==> config.mk <==
export PLATFORM = sky130hd
export DESIGN_NAME = fp_addsub_pipe_flat
export DESIGN_NICKNAME = d
export VERILOG_FILES = /design/src/rtl/fp_addsub_pipe_if.sv /design/src/rtl/fp_addsub_pipe.sv /design/src/flat_wrapper.sv
export SDC_FILE = /design/constraint.sdc
export NUM_CORES = 1
export LEC_CHECK = 0
export CAP_MARGIN = 20
export CORE_ASPECT_RATIO = 0.8
export CORE_MARGIN = 5
export CORE_UTILIZATION = 54
export CTS_BUF_LIST = sky130_fd_sc_hd__clkbuf_8
export DETAILED_ROUTE_END_ITERATION = 6
export PLACE_DENSITY = 0.74
export RECOVER_POWER = 25
export SETUP_SLACK_MARGIN = 0.5
export SKIP_LAST_GASP = 1
export SLEW_MARGIN = 20
export SYNTH_ARGS = -nofsm -noshare
export SYNTH_HDL_FRONTEND = slang
export SYNTH_SLANG_ARGS = --single-unit
==> constraint.sdc <==
create_clock -name clk -period 7.6 [get_ports clk]
set_clock_uncertainty 0.15 [all_clocks]
set_input_delay 1.52 -clock clk [delete_from_list [all_inputs] [get_ports clk]]
set_output_delay 1.52 -clock clk [all_outputs]
set_load 0.1 [all_outputs]
==> src/rtl/fp_addsub_pipe_if.sv <==
// Operand/result handshake bundle for the pipelined IEEE-754 add/subtract unit.
interface fp_addsub_pipe_if #(
    parameter int EXP = 8,
    parameter int MAN = 23
);
    localparam int W = EXP + MAN + 1;

    logic         in_valid;
    logic         in_ready;
    logic [W-1:0] a;
    logic [W-1:0] b;
    logic         op;
    logic         out_valid;
    logic         out_ready;
    logic [W-1:0] result;
    logic [3:0]   flags;

    modport master (output in_valid, a, b, op, out_ready,
                    input  in_ready, out_valid, result, flags);
    modport slave  (input  in_valid, a, b, op, out_ready,
                    output in_ready, out_valid, result, flags);
endinterface

==> src/rtl/fp_addsub_pipe.sv <==
// Four-stage IEEE-754 add/subtract: unpack/swap, align/add, normalise, round/pack.
// Round-to-nearest-even, subnormal inputs flushed to zero, whole pipe holds on output backpressure.
module fp_addsub_pipe #(
    parameter int EXP = 8,
    parameter int MAN = 23
) (
    input  logic            clk,
    input  logic            rst,
    fp_addsub_pipe_if.slave bus
);
    localparam int W      = EXP + MAN + 1;
    localparam int EW     = EXP + 2;      // signed working exponent
    localparam int XW     = MAN + 4;      // {hidden, frac, G, R, S}
    localparam int STAGES = 4;
    localparam logic [EXP-1:0]       EMAX = '1;
    localparam logic [W-1:0]         QNAN = {1'b0, EMAX, 1'b1, {(MAN-1){1'b0}}};
    localparam logic signed [EW-1:0] EONE = 1;
    localparam logic signed [EW-1:0] EOVF = EW'((1 << EXP) - 1);

    typedef struct packed {
        logic         spec;
        logic [W-1:0] res;
        logic [3:0]   flg;
    } spec_t;

    typedef struct packed {
        spec_t          sp;
        logic           sign;
        logic           sub;
        logic [EXP-1:0] eb;
        logic [EXP-1:0] es;
        logic [MAN:0]   mb;
        logic [MAN:0]   ms;
    } s1_t;

    typedef struct packed {
        spec_t          sp;
        logic           sign;
        logic [EXP-1:0] exp;
        logic [XW:0]    sum;
    } s2_t;

    typedef struct packed {
        spec_t          sp;
        logic           sign;
        logic           zero;
        logic [EW-1:0]  exp;
        logic [XW-1:0]  man;
    } s3_t;

    logic [STAGES:1] vld_pipe;
    logic            rdy_en;
    logic            stall;
    logic            accept;
    s1_t             s1_d, s1_q;
    s2_t             s2_d, s2_q;
    s3_t             s3_d, s3_q;
    logic [W-1:0]    res_d, res_q;
    logic [3:0]      flg_d, flg_q;

    assign stall         = vld_pipe[STAGES] & ~bus.out_ready;
    assign bus.in_ready  = rdy_en & ~stall;
    assign accept        = bus.in_valid & bus.in_ready;
    assign bus.out_valid = vld_pipe[STAGES];
    assign bus.result    = res_q;
    assign bus.flags     = flg_q;

    function automatic logic [EW-1:0] lzc(input logic [XW-1:0] v);
        lzc = EW'(XW);
        for (int i = 0; i < XW; i++)
            if (v[i]) lzc = EW'(XW - 1 - i);
    endfunction

    // S1: unpack, classify, flush subnormals, order by magnitude
    logic           sa, sb, za, zb, inf_a, inf_b, nan_a, nan_b, snan_a, snan_b;
    logic [EXP-1:0] ea, eb;
    logic [MAN-1:0] fa, fb;

    always_comb begin
        sa     = bus.a[W-1];
        sb     = bus.b[W-1] ^ bus.op;
        ea     = bus.a[W-2:MAN];
        eb     = bus.b[W-2:MAN];
        za     = (ea == '0);
        zb     = (eb == '0);
        inf_a  = (ea == EMAX) && (bus.a[MAN-1:0] == '0);
        inf_b  = (eb == EMAX) && (bus.b[MAN-1:0] == '0);
        nan_a  = (ea == EMAX) && (bus.a[MAN-1:0] != '0);
        nan_b  = (eb == EMAX) && (bus.b[MAN-1:0] != '0);
        snan_a = nan_a & ~bus.a[MAN-1];
        snan_b = nan_b & ~bus.b[MAN-1];
        fa     = za ? '0 : bus.a[MAN-1:0];
        fb     = zb ? '0 : bus.b[MAN-1:0];

        s1_d     = '0;
        s1_d.sub = sa ^ sb;
        if ({ea, fa} >= {eb, fb}) begin
            s1_d.sign = sa;
            s1_d.eb   = ea;  s1_d.mb = {~za, fa};
            s1_d.es   = eb;  s1_d.ms = {~zb, fb};
        end else begin
            s1_d.sign = sb;
            s1_d.eb   = eb;  s1_d.mb = {~zb, fb};
            s1_d.es   = ea;  s1_d.ms = {~za, fa};
        end

        if (nan_a | nan_b)
            s1_d.sp = '{1'b1, QNAN, {snan_a | snan_b, 3'b000}};
        else if (inf_a & inf_b & (sa ^ sb))
            s1_d.sp = '{1'b1, QNAN, 4'b1000};
        else if (inf_a)
            s1_d.sp = '{1'b1, {sa, EMAX, {MAN{1'b0}}}, 4'b0000};
        else if (inf_b)
            s1_d.sp = '{1'b1, {sb, EMAX, {MAN{1'b0}}}, 4'b0000};
        else if (za & zb)
            s1_d.sp = '{1'b1, {sa & sb, {(W-1){1'b0}}}, 4'b0000};
    end

    // S2: align the smaller operand; everything shifted past S folds into S
    logic [EXP-1:0]   diff, shamt;
    logic [2*XW-1:0]  wide;
    logic [XW-1:0]    sm;
    logic [XW:0]      big;

    always_comb begin
        diff  = s1_q.eb - s1_q.es;
        shamt = (diff > EXP'(MAN + 3)) ? EXP'(MAN + 3) : diff;
        wide  = {s1_q.ms, 3'b000, {XW{1'b0}}} >> shamt;
        sm    = {wide[2*XW-1:XW+1], wide[XW] | (|wide[XW-1:0])};
        big   = {1'b0, s1_q.mb, 3'b000};

        s2_d      = '0;
        s2_d.sp   = s1_q.sp;
        s2_d.sign = s1_q.sign;
        s2_d.exp  = s1_q.eb;
        s2_d.sum  = s1_q.sub ? big - {1'b0, sm} : big + {1'b0, sm};
    end

    // S3: normalise to a leading one at bit XW-1
    logic [EW-1:0] lz, exp_in;

    always_comb begin
        lz     = lzc(s2_q.sum[XW-1:0]);
        exp_in = {2'b00, s2_q.exp};

        s3_d      = '0;
        s3_d.sp   = s2_q.sp;
        s3_d.sign = s2_q.sign;
        s3_d.zero = (s2_q.sum == '0);
        if (s2_q.sum[XW]) begin
            s3_d.man = {s2_q.sum[XW:2], s2_q.sum[1] | s2_q.sum[0]};
            s3_d.exp = exp_in + EW'(1);
        end else begin
            s3_d.man = s2_q.sum[XW-1:0] << lz;
            s3_d.exp = exp_in - lz;
        end
    end

    // S4: round to nearest even, then pack or saturate
    logic                 g, r, st, rup;
    logic [MAN+1:0]       mr;
    logic [MAN-1:0]       frac;
    logic signed [EW-1:0] e3, exp_r;

    always_comb begin
        g     = s3_q.man[2];
        r     = s3_q.man[1];
        st    = s3_q.man[0];
        rup   = g & (r | st | s3_q.man[3]);
        mr    = {1'b0, s3_q.man[XW-1:3]} + (MAN+2)'(rup);
        // a rounding carry leaves mr = 10..0, so the shifted view is the zero fraction
        frac  = mr[MAN+1] ? mr[MAN:1] : mr[MAN-1:0];
        e3    = $signed(s3_q.exp);
        exp_r = $signed(s3_q.exp + EW'(mr[MAN+1]));

        if (s3_q.sp.spec) begin
            res_d = s3_q.sp.res;
            flg_d = s3_q.sp.flg;
        end else if (s3_q.zero) begin
            res_d = '0;
            flg_d = 4'b0000;
        end else if (e3 < EONE) begin
            res_d = {s3_q.sign, {(W-1){1'b0}}};
            flg_d = 4'b0011;
        end else if (exp_r >= EOVF) begin
            res_d = {s3_q.sign, EMAX, {MAN{1'b0}}};
            flg_d = 4'b0101;
        end else begin
            res_d = {s3_q.sign, exp_r[EXP-1:0], frac};
            flg_d = {3'b000, g | r | st};
        end
    end

    always_ff @(posedge clk or posedge rst) begin
        if (rst) begin
            vld_pipe <= '0;
            rdy_en   <= 1'b0;
            s1_q     <= '0;
            s2_q     <= '0;
            s3_q     <= '0;
            res_q    <= '0;
            flg_q    <= '0;
        end else begin
            rdy_en <= 1'b1;
            if (!stall) begin
                vld_pipe <= {vld_pipe[STAGES-1:1], accept};
                s1_q     <= s1_d;
                s2_q     <= s2_d;
                s3_q     <= s3_d;
                res_q    <= res_d;
                flg_q    <= flg_d;
            end
        end
    end
endmodule

==> src/flat_wrapper.sv <==
// flat-port wrapper written by rule: the top's interface ports become plain ports
module fp_addsub_pipe_flat 
#(
    parameter int EXP = 8,
    parameter int MAN = 23
)
  (clk, rst, bus_in_valid, bus_a, bus_b, bus_op, bus_out_ready, bus_in_ready, bus_out_valid, bus_result, bus_flags);
  fp_addsub_pipe_if #(.EXP(EXP), .MAN(MAN)) bus_i ();
  input  logic clk;
  input  logic rst;
  input wire logic [$bits(bus_i.in_valid)-1:0] bus_in_valid;
  input wire logic [$bits(bus_i.a)-1:0] bus_a;
  input wire logic [$bits(bus_i.b)-1:0] bus_b;
  input wire logic [$bits(bus_i.op)-1:0] bus_op;
  input wire logic [$bits(bus_i.out_ready)-1:0] bus_out_ready;
  output wire logic [$bits(bus_i.in_ready)-1:0] bus_in_ready;
  output wire logic [$bits(bus_i.out_valid)-1:0] bus_out_valid;
  output wire logic [$bits(bus_i.result)-1:0] bus_result;
  output wire logic [$bits(bus_i.flags)-1:0] bus_flags;
  assign bus_i.in_valid = bus_in_valid;
  assign bus_i.a = bus_a;
  assign bus_i.b = bus_b;
  assign bus_i.op = bus_op;
  assign bus_i.out_ready = bus_out_ready;
  assign bus_in_ready = bus_i.in_ready;
  assign bus_out_valid = bus_i.out_valid;
  assign bus_result = bus_i.result;
  assign bus_flags = bus_i.flags;
  fp_addsub_pipe #(.EXP(EXP), .MAN(MAN)) u_core (.clk(clk), .rst(rst), .bus(bus_i));
endmodule
# Word-level counts from Yosys, hierarchy flattened
# Cells that the tools add are included.
[totals]
output_inout_bits = 38
inputBits = 69
wordCells = 127
reg_bits = 294
[op_classes]
n_reduce_logical = 12
n_addsub = 7
shift = 2
order_cmp = 4
bitwise = 26
n_eq_ne = 2
muxes = 48
[op_table]
columns = ["op", "count"]
rows = [
  ["37-bit 2-to-1 mux", 6],
  ["5-bit 2-to-1 mux", 16],
  ["23-bit 2-to-1 mux", 3],
  ["32-bit 2-to-1 mux", 2],
  ["64-bit 2-to-1 mux", 1],
  ["31-bit 2-to-1 mux", 2],
  ["54-bit by 8-bit >> shifter with 54-bit output", 1],
  ["23-bit zero test", 2],
  ["23-bit nonzero test", 2],
  ["4-bit 2-to-1 mux", 11],
  ["31-bit greater-or-equal comparator", 1],
  ["27-bit by 27-bit adder with 28-bit output", 1],
  ["28-bit zero test", 1],
  ["28-bit 2-to-1 mux", 1],
  ["27-bit by 27-bit subtractor with 28-bit output", 1],
  ["27-bit OR reduction", 1],
  ["27-bit by 5-bit left shift with 27-bit output", 1],
  ["24-bit by 1-bit adder with 25-bit output", 1],
  ["8-bit equality test (second input constant)", 2],
  ["8-bit zero test", 2],
  ["10-bit by 1-bit adder with 10-bit output", 1],
  ["1-bit bitwise AND", 10],
  ["10-bit by 9-bit greater-or-equal comparator with 1-bit output (second input constant)", 1],
  ["10-bit by 2-bit < comparator with 1-bit output (second input constant)", 1],
  ["other kinds (12)", 30],
]

# Depth between registers and ports, before layout
# Gate-level depths: netlist of the first run.
[logic_depth]
ltp_word = 29
depth_mapped = 38
depth_no_buf = 36

# Worst setup path before layout of the first run
# Ideal clock, no wire load.
[synth_timing]
path_kind = "reg2reg"
from = "register u_core.s1_q[56] in the netlist's numbering"
to = "register u_core.s2_q[25] in the netlist's numbering"
setup_slack_ns = 0.658
setup_ns = 0.137
path_stages_with_launch = 37
path_buffers = 3
required_ns = 7.313
period_less_slack_ns = 6.942
arrival_time_ns = 6.655
path_cell_list = "dfrtp_1 > inv_1 > ha_1 > inv_1 > fa_1 > a211oi_2 > nor2_2 > xnor2_1 > nor3_4 > nor3_4 > buf_4 > buf_4 > clkbuf_1 > a21oi_1 > nand2_1 > o21ai_0 > a21oi_1 > inv_1 > ha_1 > inv_1 > fa_1 > o21bai_1 > a21oi_1 > o21bai_1 > a21oi_1 > o21bai_1 > a21oi_1 > o21ai_0 > a2111oi_0 > nor4b_1 > a2111oi_0 > nor3_1 > nor2_1 > o31ai_1 > a211oi_2 > xnor2_1 > a21oi_1"
[synth_between]
elab_chain_cells = 8
elab_cells_between_ends = 9
classes_between = "add/sub: 3; order compare: 1; shift: 1; mux: 2; bitwise: 1; reduce/logical: 1"
[synth_lines]
columns = ["element", "line_no", "source"]
rows = [
  ["from (decl)", "fp_addsub_pipe.sv:55", "s1_t s1_d, s1_q;"],
  ["from (signal assigned)", "fp_addsub_pipe.sv:198", "s1_q <= '0;"],
  ["from (signal assigned)", "fp_addsub_pipe.sv:207", "s1_q <= s1_d;"],
  ["8-bit subtractor *", "fp_addsub_pipe.sv:126", "diff = s1_q.eb - s1_q.es;"],
  ["8-bit by 5-bit greater-than comparator with 1-bit output", "fp_addsub_pipe.sv:127", "shamt = (diff > EXP'(MAN + 3)) ? EXP'(MAN + 3) : diff;"],
  ["8-bit 2-to-1 mux *", "fp_addsub_pipe.sv:127", ""],
  ["54-bit by 8-bit >> shifter with 54-bit output *", "fp_addsub_pipe.sv:128", "wide = {s1_q.ms, 3'b000, {XW{1'b0}}} >> shamt;"],
  ["27-bit OR reduction", "fp_addsub_pipe.sv:129", "sm = {wide[2*XW-1:XW+1], wide[XW] | (|wide[XW-1:0])};"],
  ["1-bit bitwise OR", "fp_addsub_pipe.sv:129", ""],
  ["27-bit by 27-bit adder with 28-bit output / 27-bit by 27-bit subtractor with 28-bit output (equally long branches)", "fp_addsub_pipe.sv:136", "s2_d.sum = s1_q.sub ? big - {1'b0, sm} : big + {1'b0, sm};"],
  ["28-bit 2-to-1 mux *", "fp_addsub_pipe.sv:136", ""],
  ["to (signal assigned)", "fp_addsub_pipe.sv:199", "s2_q <= '0;"],
  ["to (signal assigned)", "fp_addsub_pipe.sv:208", "s2_q <= s2_d;"],
  ["to (decl)", "fp_addsub_pipe.sv:56", "s2_t s2_d, s2_q;"],
]
# Every way passes the cells marked *; elsewhere a longest branch is shown, timed or not.
# A chain may end at the register's enable or synchronous reset.

# Final worst setup path of the first run
[layout_timing]
from = "register u_core.s1_q[56] in the netlist's numbering"
to = "register u_core.s2_q[24] in the netlist's numbering"
# Same word-level chain as after synthesis.

==> run_results.csv, run 1 <==
group,metric,value,unit
status,status,"finished with violations",
status,violations,"max-capacitance violations, max-slew violations",
power,p_leak,8.835,nW
route,wirelength,55.10,mm
setup_path,critical_path.startpoint_type,"flip-flop",
synthesis,synthFlopType,"dfrtp_1",
global_routing,track_usage,30.24,%
timing,slew_violations,148,
synthesis,synth_edf_count,0,
synthesis,syn_nets,2390,
route,wl_per_cell,20.19,um
die,initial_core_util,54.89,%
power,ir_drop,0.2782,mV
setup_path,cp_data_arrival_time,7.06,ns
die,coreArea,0.03150,mm^2
route,ant_nets,0,
clock_tree,cts_hold_buf,0,
clock_tree,htreeDepth,4,
power,pwr-share-clk,6.9,%
power,pwr-share-seq,20.2,%
timing,fin_crit_sh,90.44,%
layout,areaGrowthSynthToFinish,15.48,%
clock_tree,clock_sinks,198,
clock_tree,insertion_delay,0.49,ns
die,num_io_pins,107,
route,vias,16970,
die,num_rows,58,
setup_path,cp_num_buf_inv,8,
synthesis,synth_cell_types,90,
global_routing,antenna_found_initial,0,
place,gp_congestion,1.039,
power,internal-power,4.532,mW
layout,drive_gt1_share,12.78,%
timing,fin_setup_tns,0,ns
timing,rsz0062_at_grt,"yes",
clock_tree,numCtsBuffers,17,
synthesis,ys_seq_area_share,28.66,%
power,p_comb_share,72.9,%
setup_path,crit_family,"compound AO/OA/AOI/OAI gates",
timing,finalHoldWorstSlack,0.3246,ns
layout,fill_cells,2831,
place,port_buffers,106,
route,routed_via_density,6.220,
layout,post-route-cell-area,0.01997,mm^2
synthesis,syn_area_per_cell,7.802,um^2
synthesis,ys_top_cells_by_area,"dfrtp_1 29%, nand2_1 7.9%, ha_1 7.4%",
route,drt-initial-drc-count,1919,
synthesis,ys_ff_latch,198,
route,drc,0,
synthesis,synth_top_area_cell,"dfrtp_1",
timing,slew_headroom,-102.8,%
layout,nets,2470,
place,postPlaceCellArea,0.01898,mm^2
timing,hold_violations,0,
power,p_switching,5.770,mW
synthesis,ys_warn_count,0,
global_routing,grt-ovfl-total,0,
synthesis,yosysMostFrequentCell,"nand2_1",
clock_tree,ctsLongestPathBuffers,2,
setup_path,crit_fanout,8,
synthesis,synth_commonest_cells,"364 x nand2_1, 198 x dfrtp_1, 176 x o21ai_0, 155 x a21oi_1, 152 x nor2_1",
synthesis,syn_inst,2216,
route,dr.pass1.iters,6,
power,power_density,516.0,mW/mm^2
setup_path,critPathCaptureType,"flip-flop",
setup_path,crit_top_cell,"o41ai_2",
setup_path,critPathSlowestCell,"dfrtp_1",
die,dieArea,0.03572,mm^2
global_routing,grt_pass1_vias,16090,
layout,antenna_cells,0,
synthesis,async_reset_ff_share,100.0,%
setup_path,criticalPathCategory,"reg2reg",
place,place_hpwl,41.75,mm
die,die_w,210.1,um
clock_tree,cts_tree,"yes",
clock_tree,clkTransAtPathRegs,0.12,ns
die,die_y,170.0,um
global_routing,grt_pass1_wl,88.32,mm
min_path,min_path_type,"reg2reg",
timing,worst_pin_slew,3.042,ns
global_routing,grt_max_degree,254,
timing,post-route-min-period,6.874,ns
power,sw_frac_of_total,56.01,%
clock_tree,clockRootBuffer,"clkbuf_8",
synthesis,synth_area,0.01729,mm^2
setup_path,crit_path_max_incr_delay,0.41,ns
timing,fmax,145.5,MHz
setup_path,worstPathRequired,7.79,ns
timing,setup_viol,0,
synthesis,netlist.area_leader.share,28.66,%
flow_run,cap_violations,1,
## state kept, by name, summed over array words and instances (netlist names)
signal,flops
u_core.s1_q,47
u_core.s2_q,34
u_core.bus.result,32
u_core.s3_q,32
u_core.big,24
u_core.e3,10
u_core.exp_in,8
u_core.bus.flags,4
u_core.vld_pipe,4
u_core.g,1
u_core.r,1
u_core.rdy_en,1
## area by class of cell
class	instances	area, um^2	area share [%]
clock buffers	17	234.0	1.172
flip-flops and latches	198	4955	24.82
well taps	420	525.5	2.632
repair buffers	207	1886	9.444
multi-input cells	1754	11740	58.81
inverters	118	446.7	2.237
clock inverters	15	176.4	0.8836
## metrics by stage
stage,std cells,util (%),setup WS (ns),total power [mW]
floorplan,2216,-,0.5327,6.836
detailed placement,2672,60.27,-0.02336,8.978
global placement,2672,60.27,0.04718,8.927
finish,2729,63.39,0.7262,10.30
CTS,2709,61.91,0.4309,9.776
global route,2729,63.39,0.3449,10.96
## per-layer routing
metal	track usage, %	part of all wire [%]
met1	42.70	44
met2	48.23	45
met3	4.257	7.0
met4	10.10	3.8
met5	0	0
## placed cells by master, fill, tap and decap left out, drive strengths merged, types with 7 or more instances in the layout
master,Yosys,routed
and2,19,19
a211oi,28,28
o21a,18,18
a21oi,157,157
nand3,43,43
a2111oi,11,11
nor2,154,154
a22oi,7,7
a31oi,28,28
clkbuf,120,17
buf,26,101
or2,7,7
o21ai,185,185
nand2b,25,25
dfrtp,198,198
o31ai,23,23
a21o,17,17
or3,15,15
xnor2,45,45
o21bai,14,14
nand4,29,29
o31a,11,11
nor3,39,39
clkdlybuf4s50,0,105
o211ai,28,28
and4,8,8
clkinv,2,7
a221oi,15,15
nand2,364,364
nor4,35,35
mux2i,95,95
o32ai,7,7
nor2b,26,26
and3,21,21
o22ai,14,14
mux2,59,59
inv,116,125
xor2,20,20
ha,102,102
## worst paths after layout
check / end / start / cells past startpoint / slack [ns]
worst min-delay path: u_core.s3_q[38] / u_core.s3_q[38] / 2 / 0.32
worst max-delay path: u_core.s2_q[24] / u_core.s1_q[56] / 37 / 0.73
max in group asynchronous: u_core.s1_q[4] / rst / 3 / 3.12
worst min register to register: u_core.s3_q[38] / u_core.s3_q[38] / 2 / 0.32
worst max register to register: u_core.s2_q[24] / u_core.s1_q[56] / 37 / 0.73
min in group asynchronous: u_core.bus.result[31] / rst / 2 / 2.27
## worst min-delay path, cell delays in order, from the launching register on
cell,delay [ns]
dfrtp_1,0.36
nand2_1,0.05
nand2_1,0.05
## repair_timing
item,CTS,global route
resized for setup,15,71
gates cloned,0,0
endpoints found under the setup margin,7,13
pin swaps,3,27
setup buffers,5,20
## logic make-up (layout without fill, tap and decap cells)
kind of cell | after synthesis | count (layout) | share of synthesized area, %
compound gates | 624 | 624 | 23.14
xor+xnor | 65 | 65 | 3.336
fa+ha+maj | 105 | 105 | 7.729
buf+inv | 264 | 357 | 5.876
flops | 198 | 198 | 28.66
mux | 154 | 154 | 9.343
other cells | 1 | 1 | 0.02169
simple gates | 805 | 805 | 21.89
## power groups by stage
| stage | clock [mW] | combinational [mW] | sequential [mW] |
|---|---|---|---|
| after floorplan | 0 | 4.43 | 2.40 |
| after global placement | 0 | 6.87 | 2.06 |
| after detailed placement | 0 | 6.90 | 2.08 |
| after CTS | 0.719 | 7.00 | 2.06 |
| after global routing | 0.765 | 8.06 | 2.13 |
| final | 0.706 | 7.51 | 2.08 |
Power figures use the tool's default switching activity.
==> run 2, diff against run 1 <==
--- a/config.mk
+++ b/config.mk
@@ -13,6 +13,7 @@
 export DETAILED_ROUTE_END_ITERATION = 6
 export PLACE_DENSITY = 0.74
 export RECOVER_POWER = 25
+export REMOVE_ABC_BUFFERS = 1
 export SETUP_SLACK_MARGIN = 0.5
 export SKIP_LAST_GASP = 1
 export SLEW_MARGIN = 20
==> run 2 against run 1 <==
The flow still finishes with violations (max-capacitance violations, max-slew violations). Total power grew 3.5%. Sequential cell count is the same. Hold slack gained 0.0051 ns. Critical endpoint is now u_core.s2_q[21]. Register-to-register slack lost 0.18 ns. Design area grew 1.7%. Clock power grew 7.1%. Largest power group unchanged. Critical path type unchanged. Wire length grew 11%.
==> run_results.csv, run 2 (same netlist as run 1, synthesis figures left out) <==
group,metric,value,unit
status,status,"finished with violations",
status,violations,"max-capacitance violations, max-slew violations",
power,power_density,525.0,mW/mm^2
die,coreArea,0.03150,mm^2
timing,post-route-min-period,7.056,ns
clock_tree,clockRootBuffer,"clkbuf_8",
layout,areaGrowthSynthToFinish,17.44,%
global_routing,antenna_found_initial,1,
flow_run,cap_violations,1,
global_routing,grt_pass1_vias,16360,
layout,reg_top3,"u_core.s1_q: 47 flops, u_core.s2_q: 34 flops",
clock_tree,cts_tree,"yes",
layout,fill_cells,2769,
setup_path,cp_num_buf_inv,9,
setup_path,crit_family,"simple AND/OR/NAND/NOR gates",
timing,rsz0062_at_grt,"yes",
power,p_leak,8.976,nW
die,initial_core_util,54.89,%
layout,fin_util,64.47,%
layout,post-route-cell-area,0.02030,mm^2
power,ir_drop,0.3203,mV
setup_path,critPathCaptureType,"flip-flop",
layout,seq_area,0.004955,mm^2
route,wl_per_cell,22.14,um
route,drt-initial-drc-count,2301,
route,ant_nets,0,
setup_path,critPathSlowestCell,"dfrtp_1",
route,dr.pass1.iters,6,
layout,layout_commonest_cell,"nand2_1",
layout,final_cells,2753,
timing,fmax,141.7,MHz
layout,largest_register_ffs,47,
clock_tree,numCtsBuffers,17,
layout,final_cell_mix,"362 x nand2_1, 198 x dfrtp_1, 171 x o21ai_0, 150 x nor2_1, 139 x a21oi_1",
clock_tree,clkTransAtPathRegs,0.13,ns
place,port_buffers,106,
timing,worst_pin_slew,3.011,ns
clock_tree,insertion_delay,0.54,ns
global_routing,grt_pass1_wl,94.36,mm
die,num_rows,58,
clock_tree,cts_hold_buf,0,
clock_tree,htreeDepth,4,
layout,nets,2494,
setup_path,criticalPathCategory,"reg2reg",
place,place_hpwl,46.05,mm
layout,regMostFlops,"u_core.s1_q",
layout,antenna_cells,0,
die,num_io_pins,107,
place,postPlaceCellArea,0.01905,mm^2
setup_path,worstPathRequired,7.87,ns
die,die_w,210.1,um
route,routed_via_density,6.355,
timing,slew_headroom,-100.8,%
place,gp_congestion,1.025,
setup_path,crit_path_max_incr_delay,0.42,ns
clock_tree,ctsLongestPathBuffers,2,
setup_path,crit_fanout,11,
route,wirelength,60.96,mm
timing,setup_viol,0,
global_routing,grt_max_degree,144,
setup_path,critical_path.startpoint_type,"flip-flop",
layout,drive_gt1_share,14.19,%
die,die_y,170.0,um
min_path,min_path_type,"reg2reg",
clock_tree,clock_sinks,198,
global_routing,track_usage,33.30,%
setup_path,crit_top_cell,"a21oi_2",
die,dieArea,0.03572,mm^2
global_routing,grt-ovfl-total,0,
place,dpl.cell_count,2679,
layout,multiInputGateArea,0.01184,mm^2
route,drc,0,
setup_path,cp_data_arrival_time,7.32,ns
timing,hold_violations,0,
timing,slew_violations,144,
timing,fin_crit_sh,92.84,%
route,vias,17490,
run 2: layout make-up:
| class | instances | share of cell area, % |
|---|---|---|
| multi-input combinational | 1755 | 58.33 |
| sequential | 198 | 24.40 |
| timing repair buffer | 230 | 10.32 |
| tap | 420 | 2.588 |
| inverter | 118 | 2.200 |
| clock buffer | 17 | 1.152 |
| clock inverter | 15 | 1.011 |
run 2: repair_timing:
item,in CTS,in global routing
endpoints found under the setup margin,10,10
setup buffers,14,27
cloned,1,0
pin swaps,12,34
gates resized for setup,23,82
run 2: path summary, 6_finish.rpt:
path,start,to,slack [ns],cells after the start
worst max-delay path,u_core.s1_q[56],u_core.s2_q[21],0.54,39
worst min-delay path,u_core.s1_q[69],u_core.s2_q[40],0.33,2
worst max register to register,u_core.s1_q[56],u_core.s2_q[21],0.54,39
worst min register to register,u_core.s1_q[69],u_core.s2_q[40],0.33,2
max in group asynchronous,rst,u_core.big[7],3.05,3
min in group asynchronous,rst,u_core.s2_q[36],2.28,2
run 2: per-layer routing:
| layer | up-vias | wire, um | track usage [%] |
|---|---|---|---|
| met5 | - | 0 | 0 |
| met3 | 101 | 5444 | 6.414 |
| met4 | 0 | 1750 | 9.614 |
| met2 | 841 | 26700 | 50.63 |
| met1 | 8414 | 27070 | 48.59 |
| li1 | 8138 | - | - |
run 2: tightest hold or removal path, delay by kind of cell, from the launching register on:
| family | cells | cell delay [ns] |
|---|---|---|
| flip-flops | 1 | 0.36 |
| AND/OR/NAND/NOR | 2 | 0.10 |
run 2: per-stage QoR:
stage | setup WS (ns) | hold WS (ns) | total power [mW] | TNS [ns]
6_report | 0.5443 | 0.3297 | 10.66 | 0
3_5_place_dp | -0.1657 | 0.3052 | 9.024 | -0.3690
2_1_floorplan | -2.536 | 0.2800 | 6.760 | -367.13
5_1_grt | 0.2277 | 0.3459 | 11.34 | 0
4_1_cts | 0.5046 | 0.3343 | 10.03 | 0
3_3_place_gp | 0.05363 | 0.2919 | 8.991 | 0
run 2: where the power goes:
part | switching [mW] | leakage [nW] | internal [mW] | total (mW)
Sequential | 0.586 | 2.39 | 1.48 | 2.07
Combinational | 4.87 | 6.38 | 2.97 | 7.84
Clock | 0.492 | 0.213 | 0.264 | 0.756
Total | 5.95 | 8.98 | 4.72 | 10.7
